--- src/rtl/game_state_ctrl.sv ---
// game_state_ctrl: registered collision/restart control between obstacle/jump generators and display mux.
// Optional GAME_GRACE_EN: post-reset/restart grace period that blocks collisions and blinks the dino.
module game_state_ctrl #(
   parameter int DINO_COL    = 1,
   parameter int COLL_HOLD   = 2,
   parameter int DEB_TICKS   = 20,
   parameter int FLASH_TICKS = 500,
   parameter int MUX_DIV     = 1
) (
   input  logic       clk,
   input  logic       reset,
   input  logic       tick,
   input  logic       button,
   input  logic [7:0] dino_row,
   input  logic [7:0] ob_col0,
   input  logic [7:0] ob_col1,
   input  logic [7:0] ob_col2,
   input  logic [1:0] ob_h0,
   input  logic [1:0] ob_h1,
   input  logic [1:0] ob_h2,
   output logic       game_over,
   output logic       restart,
   output logic       run_en,
   output logic [1:0] disp_sel,
   output logic       flash
);
   localparam logic [1:0] S_RUN  = 2'd0;
   localparam logic [1:0] S_HIT  = 2'd1;
   localparam logic [1:0] S_OVER = 2'd2;
   localparam logic [7:0] DINO       = 8'(DINO_COL);
   localparam logic [3:0] COLL       = 4'(COLL_HOLD);
   localparam logic [7:0] DEB_LAST   = 8'(DEB_TICKS - 1);
   localparam logic [9:0] FLASH_LAST = 10'(FLASH_TICKS - 1);
   localparam logic [9:0] BLINK_LAST = 10'd249;
   localparam logic [9:0] MUX_LAST   = 10'(MUX_DIV - 1);
   localparam logic [9:0] GRACE_INIT = 10'd300;

   if (FLASH_TICKS < 1 || FLASH_TICKS > 1023) begin : g_bad_flash
      $error("FLASH_TICKS must be within 1..1023");
   end

   logic [1:0] r_sync;
   logic       r_deb;
   logic       r_deb_q;
   logic [7:0] r_deb_cnt;
   logic [1:0] r_state;
   logic [3:0] r_pcnt;
   logic [9:0] r_tmr;
   logic [9:0] r_mux_cnt;
   logic       r_sel;
   logic       r_blink;
   logic       r_restart;
   logic       w_press;
   logic       w_hit0;
   logic       w_hit1;
   logic       w_hit2;
   logic       w_overlap;
   logic       w_coll;
   logic       w_restart_go;
   logic       w_grace;

   function automatic logic [7:0] f_mask(input logic [1:0] h);
      return (h == 2'd0) ? 8'h00 : (h == 2'd1) ? 8'h01 : (h == 2'd2) ? 8'h03 : 8'h07;
   endfunction

   always_comb begin
      w_hit0       = (ob_col0 == DINO) && (ob_col0 != 8'hFF) && |(dino_row & f_mask(ob_h0));
      w_hit1       = (ob_col1 == DINO) && (ob_col1 != 8'hFF) && |(dino_row & f_mask(ob_h1));
      w_hit2       = (ob_col2 == DINO) && (ob_col2 != 8'hFF) && |(dino_row & f_mask(ob_h2));
      w_overlap    = w_hit0 | w_hit1 | w_hit2;
      w_press      = r_deb & ~r_deb_q;
      w_coll       = (r_state == S_RUN) && (r_pcnt >= COLL);
      w_restart_go = (r_state == S_OVER) && w_press;
   end

   // Debounced level only moves after DEB_TICKS consecutive ticks of a differing synced value.
   always_ff @(posedge clk) begin
      if (reset) begin
         r_sync    <= '0;
         r_deb     <= 1'b0;
         r_deb_q   <= 1'b0;
         r_deb_cnt <= '0;
      end else begin
         r_sync  <= {r_sync[0], button};
         r_deb_q <= r_deb;
         if (r_sync[1] == r_deb) begin
            r_deb_cnt <= '0;
         end else if (tick) begin
            r_deb_cnt <= (r_deb_cnt == DEB_LAST) ? 8'd0 : r_deb_cnt + 8'd1;
            if (r_deb_cnt == DEB_LAST) r_deb <= r_sync[1];
         end
      end
   end

`ifdef GAME_GRACE_EN
   logic [9:0] r_grace;
   always_ff @(posedge clk) begin
      if (reset || w_restart_go) r_grace <= GRACE_INIT;
      else if (tick && r_state == S_RUN && r_grace != 10'd0) r_grace <= r_grace - 10'd1;
   end
   assign w_grace = |r_grace;
`else
   assign w_grace = 1'b0;
`endif

   // r_tmr is shared: flash duration in HIT, blink period in OVER.
   always_ff @(posedge clk) begin
      if (reset) begin
         r_state   <= S_RUN;
         r_pcnt    <= '0;
         r_tmr     <= '0;
         r_mux_cnt <= '0;
         r_sel     <= 1'b0;
         r_blink   <= 1'b0;
         r_restart <= 1'b0;
      end else begin
         r_restart <= 1'b0;
         case (r_state)
            S_RUN: begin
               if (w_coll) begin
                  r_state <= S_HIT;
                  r_tmr   <= '0;
                  r_pcnt  <= '0;
               end else if (tick) begin
                  r_pcnt    <= (w_overlap && !w_grace) ? ((r_pcnt == 4'hF) ? r_pcnt : r_pcnt + 4'd1) : 4'd0;
                  r_mux_cnt <= (r_mux_cnt == MUX_LAST) ? 10'd0 : r_mux_cnt + 10'd1;
                  if (r_mux_cnt == MUX_LAST) r_sel <= ~r_sel;
               end
            end
            S_HIT: begin
               if (tick) begin
                  r_tmr <= (r_tmr == FLASH_LAST) ? 10'd0 : r_tmr + 10'd1;
                  if (r_tmr == FLASH_LAST) begin
                     r_state <= S_OVER;
                     r_blink <= 1'b1;
                  end
               end
            end
            S_OVER: begin
               if (w_restart_go) begin
                  r_state   <= S_RUN;
                  r_restart <= 1'b1;
                  r_sel     <= 1'b0;
                  r_mux_cnt <= '0;
                  r_pcnt    <= '0;
               end else if (tick) begin
                  r_tmr <= (r_tmr == BLINK_LAST) ? 10'd0 : r_tmr + 10'd1;
                  if (r_tmr == BLINK_LAST) r_blink <= ~r_blink;
               end
            end
            default: r_state <= S_RUN;
         endcase
      end
   end

   always_comb begin
      game_over = (r_state != S_RUN);
      run_en    = (r_state == S_RUN);
      restart   = r_restart;
      disp_sel  = (r_state == S_RUN) ? {1'b0, r_sel} : 2'd2;
      flash     = (r_state == S_HIT) ? 1'b1 : (r_state == S_OVER) ? r_blink : w_grace;
   end
endmodule
--- config.mk ---
export PLATFORM = sky130hd
export DESIGN_NAME = game_state_ctrl
export DESIGN_NICKNAME = d
export VERILOG_FILES = /design/src/rtl/game_state_ctrl.sv
export SDC_FILE = /design/constraint.sdc
export NUM_CORES = 1
export LEC_CHECK = 0
export ABC_AREA = 0
export CORE_ASPECT_RATIO = 1.2
export CORE_MARGIN = 4
export CORE_UTILIZATION = 55
export CTS_CLUSTER_DIAMETER = 60
export DETAILED_ROUTE_END_ITERATION = 16
export PLACE_DENSITY = 0.83
export SYNTH_ARGS = -nofsm -noshare
export SYNTH_HDL_FRONTEND = slang
export SYNTH_SLANG_ARGS = --single-unit
--- constraint.sdc ---
create_clock -name clk -period 5.2 [get_ports clk]
set_input_delay 1.56 -clock clk [delete_from_list [all_inputs] [get_ports clk]]
set_output_delay 1.56 -clock clk [all_outputs]
set_load 0.1 [all_outputs]
# Yosys cells after proc, flatten, opt, wreduce, memory -nomap -nowiden
# Index checks and enable logic that the tools add are counted.
[word_totals] ff_bits=41 ram_bits=0 elab_cells=135 mem_bits_ro=0 latch_bits=0 mem_count=0
[op_classes] div=0 bitwise_logic=11 n_shift=0 n_eq_ne=31 multipliers=0 n_reduce_logical=29 magnitude_cmp=1 addsub=4 n_mux=48
[op_table] op="2-to-1 mux 10 bit" n=10
[op_table] op="case mux 10 bit (3 select lines)" n=1
[op_table] op="2-to-1 mux 3 bit" n=9
[op_table] op="AND 8 x 3 -> 8 bit" n=3
[op_table] op="equality test 8 x 1 -> 1 bit, second input constant" n=3
[op_table] op="inequality test 8 bit, second input constant" n=3
[op_table] op="OR reduction 8 bit" n=3
[op_table] op="adder 10 x 1 -> 10 bit, second input constant" n=2
[op_table] op="2-to-1 mux 4 bit" n=5
[op_table] op="case mux 10 bit (2 select lines)" n=1
[op_table] op="inequality test 2 bit, second input constant" n=8
[op_table] op="2-to-1 mux 1 bit" n=12
[op_table] op="AND reduction 4 bit" n=3
[op_table] op="equality test 10 x 8 -> 1 bit, second input constant" n=1
[op_table] op="equality test 10 x 9 -> 1 bit, second input constant" n=1
[op_table] op="zero test 10 bit" n=1
[op_table] op="2-to-1 mux 2 bit" n=5
[op_table] op="AND reduction 5 bit" n=2
[op_table] op="adder 8 x 1 -> 8 bit, second input constant" n=1
[op_table] op="equality test 2 x 1 -> 1 bit, second input constant" n=4
[op_table] op="equality test 2 bit, second input constant" n=4
[op_table] op="equality test 8 x 5 -> 1 bit, second input constant" n=1
[op_table] op="logical AND 1 bit" n=8
[op_table] op="zero test 2 bit" n=4
[op_table] op="19 further kinds" n=29

# Longest topological paths before layout
[depth] ltp_word=13 ltp_mapped=9

# Worst setup path before layout
# No wires, ideal clock.
[synth_timing] kind="register to output" from="register r_state[0]" to="output disp_sel[1]" slack_ps=1422 path_stages_with_launch=5 arrival_ps=2218 path_cell_list="dfxtp_1 > inv_1 > ha_1 > inv_2 > buf_4"
[synth_between] elab_chain_cells=2
[synth_rtl] item="start: declaration" line_no="46" rtl="logic [1:0] r_state;"
[synth_rtl] item="start signal: assignment" line_no="109" rtl="r_state <= S_RUN;"
[synth_rtl] item="start signal: assignment" line_no="121" rtl="r_state <= S_HIT;"
[synth_rtl] item="start signal: assignment" line_no="134" rtl="r_state <= S_OVER;"
[synth_rtl] item="zero test 2 bit"
[synth_rtl] item="net run_en" line_no="23" rtl="output logic run_en,"
[synth_rtl] item="2-to-1 mux 2 bit" line_no="160" rtl="disp_sel = (r_state == S_RUN) ? {1'b0, r_sel} : 2'd2;"
[synth_rtl] item="end: declaration" line_no="24" rtl="output logic [1:0] disp_sel,"
# The timed path passes the listed nets, and every way through them passes these cells.

# Worst setup path after layout
[layout_timing] from="register r_state[0]" to="output flash"
[layout_between] elab_chain_cells=3 elab_cells_between_ends=4 cone_classes="eq/ne: 2; mux: 2"
[layout_rtl] item="equality test 2 bit" line_no="161" rtl="flash = (r_state == S_HIT) ? 1'b1 : (r_state == S_OVER) ? r_blink : w_grace;"
[layout_rtl] item="2-to-1 mux 1 bit" line_no="161"
[layout_rtl] item="2-to-1 mux 1 bit *" line_no="161"
[layout_rtl] item="end: declaration" line_no="25" rtl="output logic flash"
# Mark *: on every way between the ends. The rest lies on a longest branch, timed or not.

==> results_dict.tcl <==
set metrics [dict create \
    post-route-util 0.7044 \
    firstDrtPassIters 4 \
    cp_max_fo 11 \
    drive_gt1_frac 0.08013 \
    p_sw_mw 0.1534 \
    total_power_mw 0.6016 \
    setup_tns_ns 0 \
    cts_buffers 5 \
    synth_seq_area_share 0.3569 \
    grt_pass1_wl_mm 8.128 \
    route.detailed.drc 0 \
    dp_cells 358 \
    root_buffer "clkbuf_8" \
    die_w_um 67.03 \
    ys_ff_latch 41 \
    synth-edff-count 0 \
    path_cells "inv_1 > ha_1 > a21o_1 > clkdlybuf4s50_1" \
    power_density_mw_per_mm2 213.3 \
    avgSynthCellArea_um2 8.455 \
    min_path_type "flop to flop" \
    htreeDepth 2 \
    synth_ff_type "dfxtp_1" \
    die-area_mm2 0.005284 \
    seqPwrFrac 0.531 \
    drv_slew 0 \
    final_common_cell "clkdlybuf4s50_1" \
    core_area_mm2 0.004004 \
    clkPwrFrac 0.339 \
    yosysWarnings 0 \
    area_delta_synth_final_pct 22.63 \
    ant_nets 0 \
    worst_pin_slew_ns 0.9691 \
    fin_skew_ns 0.01198 \
    critPathLaunchType "flop" \
    cp_slowest_cell "clkdlybuf4s50_1" \
    switching_share 0.2551 \
    pre_cts_slack_ns 1.540 \
    die_y_um 78.84 \
    period_needed_ns 3.969 \
    postCtsHoldBufs 0 \
    hold_viol_final 0 \
    finalSetupViolations 0 \
    final_cells 366 \
    clkTransAtPathRegs_ns 0.09 \
    grt_pass1_vias 1956 \
    cts.sinks 41 \
    vias_per_cell 5.492 \
    wl_per_cell_um 12.83 \
    grt_overflow_total 0 \
    post_cts_buffers 0 \
    slew_headroom 0.3519 \
    io_buffers 42 \
    combPwrFrac 0.130 \
    synthDistinctLibCells 46 \
    leakage_nw 0.9961 \
    routed_wl_mm 4.694 \
    grt.total_usage 0.1926 \
    tritoncts "done" \
    fin_ws_ns 1.231 \
    antenna_found_initial 0 \
    ctsResizeCount 0 \
    gp_congestion 0.8124 \
    maxCapViolCount 0 \
    crit_family "buffers and inverters" \
    final_cell_mix "clkdlybuf4s50_1, dfxtp_1, nor2_1" \
    via_count 2010 \
    criticalPathCategory "flop to output pin" \
    first_iter_violations 141 \
    ys_async_sr_fraction 0 \
    status "complete, no violations" \
    critPathMaxStageDelay_ns 1.12 \
    ir_drop_uv 195.1 \
    clockBufferDepth 2 \
    syn-cell-area_mm2 0.002300 \
    initial_utilization 0.5744 \
    nets 364 \
    place_hpwl_mm 3.510 \
    end_kind "output pin" \
    placementRows 25 \
    period_share 0.7632 \
    synth_cells 272 \
    io_pins 48 \
    clock_latency_ns 0.29 \
    clock.fmax_mhz 252.0 \
    cp.required_ns 3.64 \
    rsz0062_at_grt "no" \
    grt_max_degree 23 \
    worstPathArrival_ns 2.41 \
    crit_buf_inv 2 \
    internal_power_mw 0.4482 \
    syn-num-nets 325 \
    n_antenna_cell 0 \
]
[state kept, by name, summed over array words and instances (netlist names)]
register and flops:
r_deb 1, r_pcnt 4, r_state 2, r_deb_q 1
r_tmr 10, r_sync 2, r_mux_cnt 10, r_deb_cnt 8
restart 1, r_blink 1, r_sel 1
[routing by layer]
layer	share of wire	vias to the layer above	wire, µm	track usage
met4	0.020	0	93	0.08114
met5	0	-	0	0
li1	-	1040	-	-
met3	0.040	8	186	0.04668
met1	0.45	927	2101	0.2258
met2	0.49	35	2314	0.3274
[worst paths after layout]
kind	start	end	slack [ns]	cells after the start
worst max-delay path	r_state[0]	flash	1.23	4
worst min-delay path	r_sync[0]	r_sync[1]	0.45	1
worst max register to register	r_state[0]	r_tmr[3]	2.96	6
worst min register to register	r_sync[0]	r_sync[1]	0.45	1
[worst register-to-register path: stages (launching register included)]
cell	delay (ns)
dfxtp_1	0.34
inv_1	0.09
ha_1	0.39
o41ai_2	0.19
a21boi_1	0.74
nand3_1	0.19
a31oi_1	0.22
[kinds of logic after synthesis]
kind of cell / Yosys count / synth area share
buf+inv: 25 / 0.04951
mux: 7 / 0.03101
flops: 41 / 0.3569
fa+ha+maj: 11 / 0.05985
compound gates: 38 / 0.1153
xor+xnor: 20 / 0.07617
simple gates: 130 / 0.3112
[through the flow]
stage / hold WS (ns) / cell area [µm²]
6_report: 0.4547 / 2820
5_1_grt: 0.4629 / 2820
4_1_cts: 0.4571 / 2820
3_5_place_dp: 0.4272 / 2734
3_3_place_gp: 0.4209 / 2734
2_1_floorplan: 0.4138 / 2300
[synth_stat cells, types with 7 or more instances]
master   count  area (µm²)
xnor2_1     16       140.1
nand3_1     21       105.1
o21ai_0      7       35.03
nor2_1      36       135.1
buf_2        7       35.03
inv_1       12       45.04
nand2_1     21       78.83
nor3_1       7       35.03
ha_1        11       137.6
dfxtp_1     41       820.8
a31oi_1      7       43.79
a21oi_1      9       45.04
[power groups by stage]
| stage | logic [mW] | registers, mW | clock network (mW) |
|---|---|---|---|
| final | 0.0782 | 0.320 | 0.204 |
| after global routing | 0.0846 | 0.320 | 0.228 |
| after CTS | 0.0787 | 0.319 | 0.209 |
| after detailed placement | 0.0783 | 0.327 | 0 |
| after global placement | 0.0769 | 0.327 | 0 |
| after floorplan | 0.0427 | 0.326 | 0 |
[cell type report]
| type | instances | area [µm²] |
|---|---|---|
| Clock buffer | 5 | 68.82 |
| Sequential cell | 41 | 820.8 |
| Fill cell | 352 | 1184 |
| Multi-Input combinational cell | 206 | 1365 |
| Tap cell | 54 | 67.56 |
| Timing Repair Buffer | 43 | 427.9 |
| Clock inverter | 3 | 17.52 |
| Inverter | 14 | 52.55 |
Power figures use the tool's default switching activity.
